$ cat src/rtl/mdu_seq_pkg.sv
// Shared types for the iterative multiply/divide sequencer.
// Op codes match the decoder's MDUOp field.
package mdu_seq_pkg;

  localparam int MDU_WIDTH = 32;

  typedef enum logic [1:0] {
    MDU_MULT  = 2'b00,
    MDU_MULTU = 2'b01,
    MDU_DIV   = 2'b10,
    MDU_DIVU  = 2'b11
  } mdu_op_e;

  typedef enum logic [1:0] {
    MDU_IDLE = 2'b00,
    MDU_RUN  = 2'b01,
    MDU_FIX  = 2'b10
  } mdu_state_e;

  function automatic logic is_div(mdu_op_e op);
    return op[1];
  endfunction

  function automatic logic is_signed(mdu_op_e op);
    return ~op[0];
  endfunction

endpackage

$ cat src/rtl/mdu_seq_if.sv
// EX-stage <-> MDU bundle: operation request, HI/LO moves,
// register read-back and hazard status.
interface mdu_seq_if #(
  parameter int WIDTH = 32
) ();

  logic             start;
  logic [1:0]       md_op;
  logic [WIDTH-1:0] rs_data;
  logic [WIDTH-1:0] rt_data;
  logic             hilo_use;
  logic             mthi;
  logic             mtlo;
  logic             flush;
  logic [WIDTH-1:0] hi;
  logic [WIDTH-1:0] lo;
  logic             busy;
  logic             stall;

  modport master (
    output start, md_op, rs_data, rt_data,
    output hilo_use, mthi, mtlo, flush,
    input  hi, lo, busy, stall
  );

  modport slave (
    input  start, md_op, rs_data, rt_data,
    input  hilo_use, mthi, mtlo, flush,
    output hi, lo, busy, stall
  );

endinterface

$ cat src/rtl/mdu_seq_step.sv
// One multiply (shift-add) or restoring-divide iteration
// on the {hi,lo} working pair.
module mdu_step #(
  parameter int WIDTH = 32
) (
  input  logic             is_div_i,
  input  logic [WIDTH-1:0] hi_i,
  input  logic [WIDTH-1:0] lo_i,
  input  logic [WIDTH-1:0] b_i,
  output logic [WIDTH-1:0] hi_o,
  output logic [WIDTH-1:0] lo_o
);

  logic [WIDTH:0]   sum;
  logic [WIDTH:0]   sh;
  logic [WIDTH-1:0] dif;
  logic             ge;

  assign sum = {1'b0, hi_i} + (lo_i[0] ? {1'b0, b_i} : '0);
  assign sh  = {hi_i, lo_i[WIDTH-1]};
  assign ge  = sh >= {1'b0, b_i};
  // remainder < divisor < 2^WIDTH, so the low bits suffice
  assign dif = sh[WIDTH-1:0] - b_i;

  always_comb begin
    hi_o = '0;
    lo_o = '0;
    unique case (1'b1)
      is_div_i: begin
        hi_o = ge ? dif : sh[WIDTH-1:0];
        lo_o = {lo_i[WIDTH-2:0], ge};
      end
      default: begin
        hi_o = sum[WIDTH:1];
        lo_o = {sum[0], lo_i[WIDTH-1:1]};
      end
    endcase
  end

endmodule

$ cat src/rtl/mdu_seq.sv
// Iterative MULT/MULTU/DIV/DIVU sequencer owning HI/LO;
// stalls HI/LO consumers while an operation is in flight.
module mdu_seq
  import mdu_seq_pkg::*;
#(
  parameter int WIDTH = MDU_WIDTH
) (
  input  logic   clk,
  input  logic   rst_n,
  mdu_seq_if.slave bus
);

  localparam int CW = $clog2(WIDTH);
  localparam logic [CW-1:0] LAST = CW'(WIDTH - 1);

  mdu_state_e       state_q, state_d;
  logic [CW-1:0]    cnt_q, cnt_d;
  mdu_op_e          op_q, op_d;
  logic [WIDTH-1:0] wh_q, wh_d;
  logic [WIDTH-1:0] wl_q, wl_d;
  logic [WIDTH-1:0] b_q, b_d;
  logic [WIDTH-1:0] hi_q, hi_d;
  logic [WIDTH-1:0] lo_q, lo_d;
  logic             nq_q, nq_d;
  logic             nr_q, nr_d;

  logic [WIDTH-1:0]   st_hi, st_lo;
  logic [WIDTH-1:0]   rs_abs, rt_abs;
  logic [2*WIDTH-1:0] prod, prod_fix;
  mdu_op_e            op_in;
  logic               sgn, rs_neg, rt_neg;
  logic               busy, stall, accept, mt_ok;

  assign busy  = state_q != MDU_IDLE;
  assign stall = busy & (bus.start | bus.hilo_use);

  assign bus.busy  = busy;
  assign bus.stall = stall;
  assign bus.hi    = hi_q;
  assign bus.lo    = lo_q;

  assign op_in  = mdu_op_e'(bus.md_op);
  assign sgn    = is_signed(op_in);
  assign rs_neg = sgn & bus.rs_data[WIDTH-1];
  assign rt_neg = sgn & bus.rt_data[WIDTH-1];
  assign rs_abs = rs_neg ? -bus.rs_data : bus.rs_data;
  assign rt_abs = rt_neg ? -bus.rt_data : bus.rt_data;

  assign accept = bus.start & ~stall & ~bus.flush;
  assign mt_ok  = ~bus.start & ~stall & ~bus.flush;

  assign prod     = {wh_q, wl_q};
  assign prod_fix = nq_q ? -prod : prod;

  mdu_step #(.WIDTH(WIDTH)) u_step (
    .is_div_i (is_div(op_q)),
    .hi_i     (wh_q),
    .lo_i     (wl_q),
    .b_i      (b_q),
    .hi_o     (st_hi),
    .lo_o     (st_lo)
  );

  always_comb begin
    state_d = state_q;
    cnt_d   = cnt_q;
    op_d    = op_q;
    wh_d    = wh_q;
    wl_d    = wl_q;
    b_d     = b_q;
    hi_d    = hi_q;
    lo_d    = lo_q;
    nq_d    = nq_q;
    nr_d    = nr_q;
    unique case (state_q)
      MDU_IDLE: begin
        if (accept) begin
          state_d = MDU_RUN;
          cnt_d   = '0;
          op_d    = op_in;
          wh_d    = '0;
          wl_d    = rs_abs;
          b_d     = rt_abs;
          // a zero divisor keeps the all-ones quotient unsigned
          nq_d    = (rs_neg ^ rt_neg) & (bus.rt_data != '0);
          nr_d    = rs_neg;
        end else if (mt_ok) begin
          if (bus.mthi) hi_d = bus.rs_data;
          if (bus.mtlo) lo_d = bus.rs_data;
        end
      end
      MDU_RUN: begin
        wh_d  = st_hi;
        wl_d  = st_lo;
        cnt_d = cnt_q + 1'b1;
        if (cnt_q == LAST) state_d = MDU_FIX;
      end
      MDU_FIX: begin
        state_d = MDU_IDLE;
        if (is_div(op_q)) begin
          lo_d = nq_q ? -wl_q : wl_q;
          hi_d = nr_q ? -wh_q : wh_q;
        end else begin
          {hi_d, lo_d} = prod_fix;
        end
      end
      default: state_d = MDU_IDLE;
    endcase
    if (busy && bus.flush) begin
      state_d = MDU_IDLE;
      hi_d    = hi_q;
      lo_d    = lo_q;
    end
  end

  always_ff @(posedge clk or negedge rst_n) begin
    if (!rst_n) begin
      state_q <= MDU_IDLE;
      cnt_q   <= '0;
      op_q    <= MDU_MULT;
      wh_q    <= '0;
      wl_q    <= '0;
      b_q     <= '0;
      hi_q    <= '0;
      lo_q    <= '0;
      nq_q    <= 1'b0;
      nr_q    <= 1'b0;
    end else begin
      state_q <= state_d;
      cnt_q   <= cnt_d;
      op_q    <= op_d;
      wh_q    <= wh_d;
      wl_q    <= wl_d;
      b_q     <= b_d;
      hi_q    <= hi_d;
      lo_q    <= lo_d;
      nq_q    <= nq_d;
      nr_q    <= nr_d;
    end
  end

endmodule
$ cat src/flat_wrapper.sv
// flat-port wrapper written by rule: the top's interface ports become plain ports
module mdu_seq_flat import mdu_seq_pkg::*;
#(
  parameter int WIDTH = MDU_WIDTH
)
  (clk, rst_n, bus_start, bus_md_op, bus_rs_data, bus_rt_data, bus_hilo_use, bus_mthi, bus_mtlo, bus_flush, bus_hi, bus_lo, bus_busy, bus_stall);
  mdu_seq_if #(.WIDTH(WIDTH)) bus_i ();
  input  logic clk;
  input  logic rst_n;
  input wire logic [$bits(bus_i.start)-1:0] bus_start;
  input wire logic [$bits(bus_i.md_op)-1:0] bus_md_op;
  input wire logic [$bits(bus_i.rs_data)-1:0] bus_rs_data;
  input wire logic [$bits(bus_i.rt_data)-1:0] bus_rt_data;
  input wire logic [$bits(bus_i.hilo_use)-1:0] bus_hilo_use;
  input wire logic [$bits(bus_i.mthi)-1:0] bus_mthi;
  input wire logic [$bits(bus_i.mtlo)-1:0] bus_mtlo;
  input wire logic [$bits(bus_i.flush)-1:0] bus_flush;
  output wire logic [$bits(bus_i.hi)-1:0] bus_hi;
  output wire logic [$bits(bus_i.lo)-1:0] bus_lo;
  output wire logic [$bits(bus_i.busy)-1:0] bus_busy;
  output wire logic [$bits(bus_i.stall)-1:0] bus_stall;
  assign bus_i.start = bus_start;
  assign bus_i.md_op = bus_md_op;
  assign bus_i.rs_data = bus_rs_data;
  assign bus_i.rt_data = bus_rt_data;
  assign bus_i.hilo_use = bus_hilo_use;
  assign bus_i.mthi = bus_mthi;
  assign bus_i.mtlo = bus_mtlo;
  assign bus_i.flush = bus_flush;
  assign bus_hi = bus_i.hi;
  assign bus_lo = bus_i.lo;
  assign bus_busy = bus_i.busy;
  assign bus_stall = bus_i.stall;
  mdu_seq #(.WIDTH(WIDTH)) u_core (.clk(clk), .rst_n(rst_n), .bus(bus_i));
endmodule
$ cat config.mk
export PLATFORM = sky130hd
export DESIGN_NAME = mdu_seq_flat
export DESIGN_NICKNAME = d
export VERILOG_FILES = /design/src/rtl/mdu_seq_pkg.sv /design/src/rtl/mdu_seq_if.sv /design/src/rtl/mdu_seq_step.sv /design/src/rtl/mdu_seq.sv /design/src/flat_wrapper.sv
export SDC_FILE = /design/constraint.sdc
export NUM_CORES = 1
export LEC_CHECK = 0
export CAP_MARGIN = 25
export CORE_MARGIN = 3
export CORE_UTILIZATION = 45
export DETAILED_ROUTE_END_ITERATION = 7
export GPL_ROUTABILITY_DRIVEN = 1
export PLACE_DENSITY = 0.63
export RECOVER_POWER = 100
export SKIP_CTS_REPAIR_TIMING = 1
export SYNTH_ARGS = -nofsm -noshare
export SYNTH_HDL_FRONTEND = slang
export SYNTH_HIERARCHICAL = 1
export SYNTH_SLANG_ARGS = --single-unit
$ cat constraint.sdc
create_clock -name clk -period 3.55 [get_ports clk]
set_input_delay 0.355 -clock clk [delete_from_list [all_inputs] [get_ports clk]]
set_output_delay 0.355 -clock clk [all_outputs]
set_load 0.02 [all_outputs]
==> results of run 1 <==
[synthesized netlist by cell type (12+ instances only)]
| cell type | number |
|---|---|
| o41ai_1 | 20 |
| a221oi_1 | 12 |
| nor3_1 | 44 |
| clkbuf_1 | 99 |
| nand2_1 | 290 |
| o211ai_1 | 13 |
| mux2_2 | 33 |
| nor2_1 | 190 |
| mux2i_1 | 16 |
| a31oi_1 | 28 |
| and2_1 | 35 |
| nand3_1 | 25 |
| xnor2_1 | 84 |
| o31ai_1 | 53 |
| inv_1 | 61 |
| a21o_1 | 20 |
| o21ai_1 | 14 |
| nor2b_1 | 12 |
| or2_2 | 13 |
| ha_1 | 70 |
| nand4_1 | 19 |
| o21ai_0 | 146 |
| xor2_1 | 75 |
| nor4_1 | 30 |
| nand2b_1 | 16 |
| and3_1 | 24 |
| a21oi_1 | 158 |
| o21a_1 | 14 |
| or3_1 | 20 |
| dfrtp_1 | 170 |
[logic make-up (layout without fill, tap and decap cells)]
logic type / Yosys count / in the layout / share of synthesized area (%)
buf+inv: 183 / 327 / 4.82
fa+ha+maj: 72 / 72 / 6.10
xor+xnor: 159 / 159 / 9.28
compound gates: 565 / 565 / 24.0
mux: 50 / 50 / 3.62
flops: 170 / 170 / 28.3
simple gates: 761 / 761 / 23.8
[report_power, final]
part,leakage (nW),switching [mW],internal [mW],total (mW)
sequential,2.08,0.678,2.50,3.17
clock,0.326,0.858,1.36,2.21
combinational,5.11,5.53,3.72,9.25
total,7.52,7.07,7.57,14.6
[stage by stage]
stage	power (mW)	cell area, µm²	std cells	util, %	hold WS (ns)
2_1_floorplan	9.21	15000	1960	-	0.0594
3_3_place_gp	12.3	17300	2511	52.8	0.426
3_5_place_dp	12.3	17300	2511	52.8	0.428
4_1_cts	14.6	18000	2543	54.9	-0.0557
5_1_grt	15.6	17900	2546	54.7	0.456
6_report	14.6	17900	2546	54.7	0.446
[how the worst max path moves through the flow]
stage	startpoint	end	slack (ns)	cells past startpoint
global route	u_core/b_q[0]	u_core/wh_q[31]	0.009	14
finish	u_core/wl_q[0]	u_core/wh_q[30]	0.15	14
detailed placement	u_core/b_q[4]	u_core/wl_q[0]	0.10	13
floorplan	u_core/wl_q[0]	u_core/wh_q[29]	0.35	15
global placement	u_core/b_q[4]	u_core/wl_q[0]	0.1	13
CTS	u_core/b_q[4]	u_core/wl_q[0]	0.08	13
[cell type report]
| class | count | area share, % |
|---|---|---|
| clock buffers | 20 | 2.55 |
| multi-input cells | 1607 | 56.3 |
| repair buffers | 234 | 11.8 |
| inverters | 61 | 1.28 |
| flip-flops and latches | 170 | 23.8 |
| well taps | 442 | 3.09 |
| clock inverters | 12 | 1.22 |
[state kept, by name (all words and copies together), names as in the netlist]
register,flops
u_core/bus.hi,32
u_core/b_q,32
u_core/state_q,2
u_core/bus.lo,32
u_core/cnt_q,5
u_core/nq_q,1
u_core/op_q,1
u_core/wl_q,32
u_core/wh_q,32
u_core/nr_q,1
[placed cells by master, fill, tap and decap left out, types with 17 or more instances in the layout]
cell type,count
dlygate4sd3_1,69
inv_1,61
and2_1,34
xnor2_1,84
ha_1,70
mux2_2,32
clkdlybuf4s50_1,69
nor2_1,190
xor2_1,75
clkbuf_16,17
nor4_1,30
o41ai_1,21
a31oi_1,28
a21o_1,19
dfrtp_1,169
and3_1,24
nor3_1,44
nand3_1,26
o31ai_1,53
a21oi_1,158
nand2_1,290
o21ai_0,148
nand4_1,19
or3_1,20
buf_4,81
[per-layer routing]
metal | up-vias | wire [µm] | GRT usage [%]
li1 | 7286 | - | -
met1 | 7324 | 24500 | 41.6
met2 | 685 | 24200 | 47.7
met3 | 98 | 3920 | 4.45
met4 | 0 | 2470 | 13.5
met5 | - | 0 | 0
[worst min-delay path, delay by kind of cell]
kind / cells / cell delay [ns]
buf+inv: 1 / 0.40
simple gates: 2 / 0.10
==> results.json, run 1 <==
{
  "slowest_delay_ns": 0.40,
  "cp_num_buf_inv": 1,
  "io_pins": 139,
  "drive_gt1_share_pct": 9.41,
  "seqCellArea_um2": 4260,
  "clk_path_buf_depth": 2,
  "fin_tns_setup_ns": 0,
  "syn-cell-area_um2": 15000,
  "grt_pass1_vias": 14600,
  "avgSynthCellArea_um2": 7.66,
  "setup_violations": 0,
  "critPathSlowestCell": "dfrtp_1",
  "final_nets": 2236,
  "clk_latency_ns": 0.46,
  "p_leak_nw": 7.52,
  "cts_sinks": 170,
  "max_freq_mhz": 294,
  "diodes": 0,
  "grt_start_max_net_pins": 102,
  "viasPerCell": 6.05,
  "drt-total-wl_mm": 55.0,
  "worstPathRequired_ns": 3.88,
  "ys_types": 83,
  "yosysTopAreaCell": "dfrtp_1",
  "finClkSkew_ns": 0.0219,
  "hold_start": "bus_md_op[1]",
  "start_util_pct": 45.9,
  "synth_edf_count": 0,
  "ys_async_sr_fraction_pct": 100,
  "gp_congestion": 1.01,
  "timing.rr.start": "u_core/wl_q[0]",
  "clk_pin_slew_ns": 0.07,
  "worst_ep_arrival_time_ns": 3.73,
  "drc": 0,
  "peakVddDrop_v": 0.000431,
  "synth_nets": 2105,
  "crit_path_max_fanout": 19,
  "grt_pass1_wl_mm": 84.6,
  "syn_inst": 1960,
  "tightest_slew_ns": 1.89,
  "period_minus_slack_ns": 3.40,
  "n_fill_cell": 3208,
  "rsz0062_at_grt": "no",
  "grt_use_total_pct": 30.4,
  "slew_headroom_pct": -25.9,
  "cts_htree_levels": 4,
  "port_buffers": 138,
  "synth_seq_cells": 170,
  "worst-r2r-setup-slack_ns": 0.15,
  "wire_per_inst_um": 21.6,
  "ant_nets": 0,
  "hold_path_depth": 3,
  "cts_root_buf": "clkbuf_16",
  "multi_input_area_um2": 10100,
  "drtPass1Iterations": 5,
  "drv_slew": 107,
  "worstSetupEndpointType": "flop",
  "ys.flop_type": "dfrtp_1",
  "powerDensity_nw_per_um2": 818,
  "fp.dieW_um": 189,
  "start_kind": "flop",
  "holdPathEnd": "u_core/op_q[1]",
  "area_growth_syn_to_layout_pct": 19.1,
  "fin_crit_sh_pct": 95.9,
  "worstSetupPathType": "flop to flop",
  "cts_tree": "built",
  "die_h_um": 189,
  "num_vias": 15400,
  "synthTopCellsByArea": "dfrtp_1 (28%), nand2_1 (7.3%), ha_1 (5.8%)",
  "core_um2": 32700,
  "drt_iter0_markers": 1380,
  "path_cells": "buf_4, and2_1, ha_1, and3_1, and3_4, a2111oi_4, nor2_2, a221o_1, a21o_1, a41oi_2, xor2_1, mux2i_1, nand2_1, o21ai_0",
  "maxCapViolCount": 2,
  "status": "complete, but fails checks",
  "pre_cts_ws_ns": 0.105,
  "gr-total-overflow": 0,
  "reg2reg_depth": 14,
  "antenna_found_initial": 0,
  "dp_hpwl_mm": 42.2,
  "yosysWarnings": 6,
  "numCtsBuffers": 17,
  "dieArea_um2": 35600,
  "r2r-end": "u_core/wh_q[30]",
  "placementRows": 66,
  "hp-class": "input pin to flop",
  "hold_violations": 0,
  "synth_top_area_share_pct": 28.3,
  "cpLargestDelayFamily": "compound AO/OA/AOI/OAI gates",
  "violations": "max-capacitance violations, max-slew violations",
  "layout_setup_ws_ns": 0.145,
  "yosysSeqAreaShare_pct": 28.3
}
(Power assumes the default switching activity.)
==> inputs of run 2 (changes only) <==
- CORE_MARGIN: 3 -> unset
- CORE_UTILIZATION: 45 -> 38
- PLACE_DENSITY: 0.63 -> 0.55
==> results.json, run 2 (synthesis results as in run 1) <==
{
  "period_minus_slack_ns": 3.32,
  "peakVddDrop_v": 0.000351,
  "p_leak_nw": 7.63,
  "cts_tree": "built",
  "placed_cells": 2617,
  "drc": 0,
  "cts_htree_levels": 4,
  "reg2reg_depth": 15,
  "startpoint": "u_core/b_q[0]",
  "dieArea_um2": 40300,
  "timing.rr.start": "u_core/b_q[0]",
  "core_um2": 38800,
  "rsz0062_at_grt": "no",
  "drt-total-wl_mm": 56.1,
  "diodes": 0,
  "cp-endpoint": "u_core/wh_q[30]",
  "setup_violations": 0,
  "layout_setup_ws_ns": 0.232,
  "wire_per_inst_um": 21.2,
  "p_int_mw": 7.40,
  "swShare_pct": 49.3,
  "powerDensity_nw_per_um2": 807,
  "worst-r2r-setup-slack_ns": 0.23,
  "fp.dieW_um": 201,
  "maxCapViolCount": 2,
  "cts_root_buf": "clkbuf_16",
  "grt_pass1_vias": 14600,
  "final_nets": 2264,
  "ant_nets": 0,
  "crit_path_max_fanout": 3,
  "grt_pass1_wl_mm": 86.1,
  "worst_ep_arrival_time_ns": 3.66,
  "slew_headroom_pct": -42.7,
  "grt_use_total_pct": 27.6,
  "worstSetupEndpointType": "flop",
  "postLayoutCoreUtil_pct": 46.6,
  "fin_tns_setup_ns": 0,
  "drtPass1Iterations": 5,
  "hold_violations": 0,
  "final_common_cell": "nand2_1",
  "seq_power_share_pct": 21.6,
  "finClkSkew_ns": 0.0141,
  "clk_pin_slew_ns": 0.08,
  "port_buffers": 138,
  "max_freq_mhz": 301,
  "clkPwrFrac_pct": 13.0,
  "violations": "max-capacitance violations, max-slew violations",
  "drv_slew": 112,
  "tightest_slew_ns": 2.14,
  "viasPerCell": 5.79,
  "final_cell_mix": "nand2_1 (290), nor2_1 (190), dfrtp_1 (169), a21oi_1 (158), o21ai_0 (149)",
  "fin_crit_sh_pct": 93.5,
  "worstSetupPathType": "flop to flop",
  "numCtsBuffers": 17,
  "start_kind": "flop",
  "dp_hpwl_mm": 44.0,
  "num_vias": 15300,
  "finalNonFillerCells": 2650,
  "start_util_pct": 38.7,
  "net-switching-power_mw": 7.20,
  "path_cells": "ha_1, fa_1, nand2b_1, a21oi_1, o31ai_1, buf_4, a21boi_2, a221oi_2, o311a_1, o31a_1, o31ai_1, buf_4, mux2i_1, nand2_1, o21ai_0",
  "antenna_found_initial": 1,
  "critPathSlowestCell": "dfrtp_1",
  "drive_gt1_share_pct": 10.6,
  "io_pins": 139,
  "status": "complete, but fails checks",
  "grt_start_max_net_pins": 72,
  "power_frac_comb_pct": 65.4,
  "gr-total-overflow": 0,
  "hold_slack_ns": 0.425,
  "drt_iter0_markers": 1495,
  "pre_cts_ws_ns": 0.135,
  "slowest_delay_ns": 0.40,
  "cts_sinks": 170,
  "hp-class": "input pin to flop",
  "clk_path_buf_depth": 2,
  "placementRows": 72,
  "area_growth_syn_to_layout_pct": 20.5,
  "die_h_um": 201,
  "gp_congestion": 0.940,
  "r2r-end": "u_core/wh_q[30]",
  "clk_latency_ns": 0.46,
  "worstPathRequired_ns": 3.89
}
[run 2: cell types whose count changed in the layout (fill, tap and decap cells not counted), moves of 3 or more]
| cell | change |
|---|---|
| clkinv_4 | +4 |
| bufinv_16 | -5 |
| buf_4 | +27 |
| inv_6 | +3 |
[run 2: cell type report]
class,instances,area [µm²]
Inverter,61,229
Tap cell,518,648
Fill cell,3924,20700
Clock inverter,15,143
Clock buffer,17,425
Multi-Input combinational cell,1607,10100
Sequential cell,170,4260
Timing Repair Buffer,262,2310
[run 2: critical path: cells and delay by family (launching register included)]
| kind | cells | cell delay (ns) |
|---|---|---|
| fa+ha+maj | 2 | 0.63 |
| simple gates | 2 | 0.27 |
| flops | 1 | 0.40 |
| compound gates | 8 | 1.53 |
| buf+inv | 2 | 0.31 |
| mux | 1 | 0.06 |
[run 2: metal layers]
| metal | routed length [µm] | vias to the layer above | track usage, % |
|---|---|---|---|
| met4 | 2310 | 0 | 12.2 |
| met5 | 0 | - | 0 |
| li1 | - | 7335 | - |
| met1 | 25600 | 7309 | 37.9 |
| met2 | 25200 | 596 | 43.9 |
| met3 | 2980 | 98 | 2.79 |
[run 2: through the flow]
stage          instance area [µm²]  total power [mW]
4_1_cts                      18100              14.6
3_3_place_gp                 17600              12.6
2_1_floorplan                15000              9.21
3_5_place_dp                 17600              12.7
5_1_grt                      18100              15.7
6_report                     18100              14.6
[run 2: power groups by stage]
stage | Clock [mW] | Sequential, mW | Combinational [mW]
CTS | 1.95 | 3.14 | 9.54
global placement | 0 | 3.16 | 9.47
detailed placement | 0 | 3.18 | 9.49
floorplan | 0 | 3.30 | 5.91
finish | 1.90 | 3.15 | 9.54
global route | 2.02 | 3.23 | 10.4
[run 2: how the worst min path moves through the flow]
| stage | end | cells after the start | startpoint | slack, ns |
|---|---|---|---|---|
| floorplan | u_core/b_q[0] | 0 | rst_n | 0.06 |
| global placement | u_core/bus.hi[1] | 1 | rst_n | 0.44 |
| detailed placement | u_core/bus.hi[9] | 1 | rst_n | 0.44 |
| CTS | u_core/wh_q[7] | 1 | rst_n | -0.05 |
| global route | u_core/op_q[1] | 3 | bus_md_op[1] | 0.46 |
| finish | u_core/op_q[1] | 3 | bus_md_op[1] | 0.42 |
